[config.mk]
export PLATFORM = sky130hd
export DESIGN_NAME = fifo_wr_arbiter
export DESIGN_NICKNAME = d
export VERILOG_FILES = /design/src/rtl/fifo_wr_arbiter.sv
export SDC_FILE = /design/constraint.sdc
export NUM_CORES = 1
export LEC_CHECK = 0
export ABC_AREA = 1
export CORE_MARGIN = 1
export CORE_UTILIZATION = 43
export DETAILED_ROUTE_END_ITERATION = 10
export PLACE_DENSITY = 0.8
export SYNTH_ARGS = -nofsm -noshare
export SYNTH_HDL_FRONTEND = slang
export SYNTH_SLANG_ARGS = --single-unit
[constraint.sdc]
create_clock -name wr_clk -period 1.8 [get_ports wr_clk]
set_input_delay 0.18 -clock wr_clk [delete_from_list [all_inputs] [get_ports wr_clk]]
set_output_delay 0.18 -clock wr_clk [all_outputs]
set_load 0.05 [all_outputs]
[src/rtl/fifo_wr_arbiter.sv]
// Round-robin owner of the asynch_fifo write port. Each requester is granted a
// burst of up to MAX_BURST words, and full is honoured combinationally.
//
// state | meaning
// IDLE  | no owner; the next requester is picked starting from ptr
// BURST | owner writes while req[owner] & ~full; released on last word or drop
module fifo_wr_arbiter #(
  parameter int NREQ      = 4,
  parameter int DW        = 8,
  parameter int MAX_BURST = 4,
  parameter int IW        = $clog2(NREQ)
) (
  input  logic                 wr_clk,
  input  logic                 rst,
  input  logic [NREQ-1:0]      req,
  input  logic [NREQ*DW-1:0]   req_data,
  output logic [NREQ-1:0]      gnt,
  input  logic                 full,
  output logic                 wr_en,
  output logic [DW-1:0]        data_in,
  output logic [IW-1:0]        owner,
  output logic                 busy,
  output logic [15:0]          wr_count
);

  localparam int BW = (MAX_BURST > 1) ? $clog2(MAX_BURST) : 1;
  localparam logic [BW-1:0] LAST = BW'(MAX_BURST - 1);

  typedef enum logic {IDLE, BURST} state_t;

  state_t        state;
  logic [IW-1:0] ptr;
  logic [IW-1:0] pick;
  logic [IW-1:0] idx;
  logic [IW-1:0] owner_nxt;
  logic [BW-1:0] burst_cnt;
  logic          found;
  logic          accept;
  logic [DW-1:0] slice [NREQ];

  for (genvar g = 0; g < NREQ; g++) begin : g_slice
    assign slice[g] = req_data[g*DW +: DW];
  end

  // NREQ is a power of two, so the IW-bit add wraps modulo NREQ
  always_comb begin
    pick  = ptr;
    idx   = ptr;
    found = 1'b0;
    for (int k = 0; k < NREQ; k++) begin
      idx = ptr + IW'(k);
      if (!found && req[idx]) begin
        pick  = idx;
        found = 1'b1;
      end
    end
  end

  assign busy      = (state == BURST);
  assign accept    = busy & req[owner] & ~full;
  assign wr_en     = accept;
  assign gnt       = accept ? (NREQ'(1) << owner) : '0;
  assign data_in   = busy ? slice[owner] : '0;
  assign owner_nxt = owner + IW'(1);

  always_ff @(posedge wr_clk or negedge rst) begin
    if (!rst) begin
      state     <= IDLE;
      owner     <= '0;
      ptr       <= '0;
      burst_cnt <= '0;
      wr_count  <= '0;
    end else begin
      case (state)
        IDLE: begin
          if (|req) begin
            owner     <= pick;
            burst_cnt <= '0;
            state     <= BURST;
          end
        end
        BURST: begin
          if (accept) begin
            wr_count <= wr_count + 16'd1;
            if (burst_cnt == LAST) begin
              burst_cnt <= '0;
              state     <= IDLE;
              ptr       <= owner_nxt;
            end else begin
              burst_cnt <= burst_cnt + BW'(1);
            end
          end else if (!req[owner] && !full) begin
            // owner withdrew; a drop during full is released once full clears
            state <= IDLE;
            ptr   <= owner_nxt;
          end
        end
        default: state <= IDLE;
      endcase
    end
  end

endmodule

==> impl_results.rst <==
.. list-table::
   :header-rows: 1

   * - Metric
     - Value
   * - Simple-gate share of the synthesized area
     - 0.378
   * - WP buf/inv
     - 3
   * - Clock net sink count
     - 23
   * - Power consumption
     - 0.00536 W
   * - Final min period
     - 1750 ps
   * - Slowest stage delay, CP
     - 460 ps
   * - Cell count of the worst reg-to-reg path
     - 9
   * - Master of the slowest instance on the critical path
     - sky130_fd_sc_hd__dfrtp_2
   * - Critical Path Fanout Max
     - 5
   * - Count of buffers inserted at the top-level ports
     - 70
   * - Inserted Clock Buffers
     - 3
   * - Maximum number of pins on one net before global-route repair
     - 24
   * - Register share of total power
     - 0.164
   * - Final setup violation count
     - 0
   * - Number of max-cap violations
     - 0
   * - Cell-internal power
     - about 0.0025 W
   * - Post-route insts no fill
     - 384
   * - Cell Area, Synth
     - 0.00177 mm2
   * - Htree depth
     - 1
   * - Antenna violations before repair
     - 0
   * - Initial DRC count
     - 100
   * - Synthesized flop and latch total
     - 23
   * - Post-Synth Adder-Cell Area
     - 0.0423
   * - Initial core utilization
     - 0.467
   * - Final GP Congestion
     - between 0.8 and 0.9
   * - Slew Limit Fails
     - 0
   * - Post-route DRC violation count
     - 0
   * - Post-Synthesis Net Count
     - 299
   * - Worst reg-to-reg setup slack
     - 110 ps
   * - TritonCTS clock tree
     - yes
   * - Leading cell type in the layout, fill and taps excluded
     - sky130_fd_sc_hd__nand2_1
   * - Number of nets in the layout
     - 382
   * - GR Util All Layers
     - 0.241
   * - Compound-cell area share of the yosys netlist
     - 0.0967
   * - Critical Path Most Common Cell
     - sky130_fd_sc_hd__buf_4
   * - Diode insertion count for antenna repair
     - 0
   * - Ys Warns
     - 0
   * - Number of placement rows
     - 22
   * - Residual overflow from global routing
     - 0
   * - Number of buffers on the longest clock path
     - 2
   * - Area Overhead vs Synth
     - 64.7%
   * - Largest family of logic cells by synthesized area
     - simple AND/OR/NAND/NOR gates
   * - Via-to-Cell Ratio
     - 4.96
   * - Crit path launch type
     - flip-flop
   * - Via count
     - 1904
   * - Worst Max-Slew Pin Slew
     - 511 ps
   * - Detail Route Antenna Nets
     - 0
   * - Total Wirelength
     - 4970 um
   * - Synth cell types
     - 30
   * - Category of the worst setup path capture point
     - output pin
   * - Buffer cell driving the clock tree root
     - sky130_fd_sc_hd__clkbuf_8
   * - Die outline width
     - 66.2 um
   * - Total half-perimeter wirelength after legalization and detailed placement
     - just under 4000 um
   * - Clock insertion delay at the later pin of the skew report
     - roughly 260 ps
   * - Share of cell area taken by muxes after synthesis
     - 0
   * - TritonRoute pass-1 iters
     - 4
   * - Run status
     - completed
   * - Die outline area
     - 0.00438 mm2
   * - Sequential-to-total area share from yosys stat
     - 0.325
   * - Arrival time of the worst setup path
     - 1570 ps
   * - Worst hold-check path type
     - primary input to async pin
   * - Per-cell routed wire length
     - 12.9 um
   * - Switch share
     - 0.529
   * - Logic gate share of total power
     - 0.776
   * - Clock-pin slew on the worst setup and hold paths
     - 80 ps
   * - Count of placed standard cells including taps
     - 374
   * - Number of global-route vias before repair
     - ~1700
   * - Post-synthesis xor/xnor area fraction
     - 0.0692
   * - Post-synthesis area per instance
     - 6.98 um2
   * - Core Box Area
     - 0.00380 mm2
   * - Count of final hold-check violations
     - 0
   * - Tcrit/Tclk final
     - 0.972
   * - Overall die height
     - 66.2 um
   * - Worst-case headroom to the max-slew limit
     - 0.658
   * - Worst Path Class, Setup
     - flip-flop to output pin
   * - Endpoint of the most critical register-to-register path
     - wr_count[4]
   * - Power density of the placed cells
     - 1830 mW/mm2
   * - Proportion of layout cells with a drive suffix above 1
     - 0.226
   * - Static Leak
     - 1.36 nW
   * - Number of buffers added to fix hold violations after cts
     - 0
   * - Clock skew
     - 3.70 ps
   * - Gate family responsible for the most delay along the worst path
     - buffers and inverters
   * - Hold slack
     - 264 ps
   * - Crit-path cells
     - buf_4 -> nand2_2 -> nand3_1 -> and3_1 -> buf_4 -> buf_12
   * - Commonest cells after routing, fill and taps aside
     - sky130_fd_sc_hd__nand2_1 (60), sky130_fd_sc_hd__clkdlybuf4s50_1 (55), sky130_fd_sc_hd__nor2_1 (38)
   * - Post-Synthesis Cells
     - between 200 and 300
   * - Global-route wire length before repair
     - 8010 um
   * - Setup repair after global routing missed its margin
     - true
   * - Worst vdd ir
     - 1.29 mV
   * - Post-Place Setup Slack
     - -27.7 ps
   * - Maximum clock rate
     - 0.572 GHz
   * - Worst EP required
     - 1620 ps
   * - R2r startpoint
     - owner[0]
   * - Clk pwr share
     - 0.060
   * - Post-route core utilization
     - 0.769
   * - Slack of the critical path
     - 50.6 ps
   * - Switching power
     - 0.00283 W
   * - I/O pin count
     - 71
[worst max-delay path by stage]
stage / startpoint / end / slack, ps / depth (start not counted)
after global placement: req[1] / gnt[2] / 30 / 8
after detailed placement: req[2] / gnt[0] / -30 / 8
after global routing: owner[0] / gnt[3] / -20 / 7
after CTS: owner[0] / gnt[0] / -4 / 7
final: owner[0] / wr_en / 50 / 6
after floorplan: owner[0] / data_in[0] / 8 / 6
[area by class of cell]
cell class	count	area, um2
multi-input cells	197	1180
clock buffers	4	45.0
inverters	25	93.8
fillers	281	878
repair buffers	87	961
well taps	48	60.1
flip-flops and latches	23	579
[cell families (layout without fill, tap and decap cells)]
kind of cell,count (synthesis),after routing
simple gates,144,144
flops,23,23
buf+inv,34,116
compound gates,33,33
fa+ha+maj,6,6
xor+xnor,14,14
[repair_timing]
| item | 4_1_cts | 5_1_grt |
|---|---|---|
| gates resized for setup | 3 | 8 |
| setup endpoints to repair | 11 | 13 |
| pin swaps | 0 | 2 |
| setup buffers | 1 | 6 |
[power groups by stage]
stage | Combinational, W | Sequential, W | Clock, W
2_1_floorplan | 0.00223 | 0.00122 | 0
3_3_place_gp | 0.00395 | 0.000878 | 0
3_5_place_dp | 0.00404 | 0.000883 | 0
4_1_cts | 0.00404 | 0.000880 | 0.000323
5_1_grt | 0.00443 | 0.000904 | 0.000347
6_report | 0.00416 | 0.000878 | 0.000320
[synth_stat cells]
| library cell | n | area share |
|---|---|---|
| sky130_fd_sc_hd__buf_4 | 2 | 0.0085 |
| sky130_fd_sc_hd__nor3_2 | 2 | 0.011 |
| sky130_fd_sc_hd__and2_2 | 1 | 0.0042 |
| sky130_fd_sc_hd__nand3_1 | 16 | 0.045 |
| sky130_fd_sc_hd__buf_2 | 1 | 0.0028 |
| sky130_fd_sc_hd__nand3_2 | 1 | 0.0056 |
| sky130_fd_sc_hd__nor2_8 | 1 | 0.011 |
| sky130_fd_sc_hd__clkbuf_1 | 3 | 0.0064 |
| sky130_fd_sc_hd__nand2_4 | 2 | 0.013 |
| sky130_fd_sc_hd__buf_6 | 3 | 0.019 |
| sky130_fd_sc_hd__and3_1 | 1 | 0.0035 |
| sky130_fd_sc_hd__a22oi_1 | 1 | 0.0042 |
| sky130_fd_sc_hd__xor2_1 | 7 | 0.035 |
| sky130_fd_sc_hd__nor2_4 | 1 | 0.0064 |
| sky130_fd_sc_hd__nor2_2 | 3 | 0.011 |
| sky130_fd_sc_hd__a31o_2 | 1 | 0.0049 |
| sky130_fd_sc_hd__xnor2_1 | 7 | 0.035 |
| sky130_fd_sc_hd__o21ai_0 | 18 | 0.051 |
| sky130_fd_sc_hd__ha_1 | 6 | 0.042 |
| sky130_fd_sc_hd__nand2_2 | 6 | 0.021 |
| sky130_fd_sc_hd__dfrtp_1 | 23 | 0.32 |
| sky130_fd_sc_hd__nor3_1 | 4 | 0.011 |
| sky130_fd_sc_hd__nand2_1 | 60 | 0.13 |
| sky130_fd_sc_hd__o21ai_1 | 4 | 0.011 |
| sky130_fd_sc_hd__inv_1 | 20 | 0.042 |
| sky130_fd_sc_hd__nor3_4 | 1 | 0.0092 |
| sky130_fd_sc_hd__nor2_1 | 43 | 0.091 |
| sky130_fd_sc_hd__a21oi_1 | 9 | 0.025 |
| sky130_fd_sc_hd__inv_2 | 5 | 0.011 |
| sky130_fd_sc_hd__nand4_1 | 2 | 0.0071 |
[layer usage]
| layer | share of wire | GRT usage | wire length [um] |
|---|---|---|---|
| met5 | 0 | 0 | 0 |
| met4 | 0.021 | 0.0824 | 105 |
| met3 | 0.038 | 0.0345 | 190 |
| met2 | 0.51 | 0.443 | 2520 |
| met1 | 0.43 | 0.283 | 2140 |
[per-stage QoR]
| stage | area (um2) | setup TNS [ps] |
|---|---|---|
| 5_1_grt | 2920 | -36.3 |
| 3_5_place_dp | 2810 | -35.0 |
| 4_1_cts | 2850 | -3.89 |
| 6_report | 2920 | 0 |
| 3_3_place_gp | 2810 | 0 |
| 2_1_floorplan | 1900 | 0 |
[flip-flops by register name, indices dropped and copies added, names as in the netlist]
name / cells
owner: 2
wr_count: 16
busy: 1
ptr: 2
burst_cnt: 2
[worst register-to-register path: stages, from the launching register on]
cell and delay (ps):
sky130_fd_sc_hd__dfrtp_2 430, sky130_fd_sc_hd__buf_4 140, sky130_fd_sc_hd__nand2_2 40, sky130_fd_sc_hd__nand3_1 100
sky130_fd_sc_hd__and2_4 190, sky130_fd_sc_hd__nand2_8 110, sky130_fd_sc_hd__buf_4 170, sky130_fd_sc_hd__nor2_1 160
sky130_fd_sc_hd__nand3_1 130, sky130_fd_sc_hd__xnor2_1 140
Power figures use the tool's default switching activity.
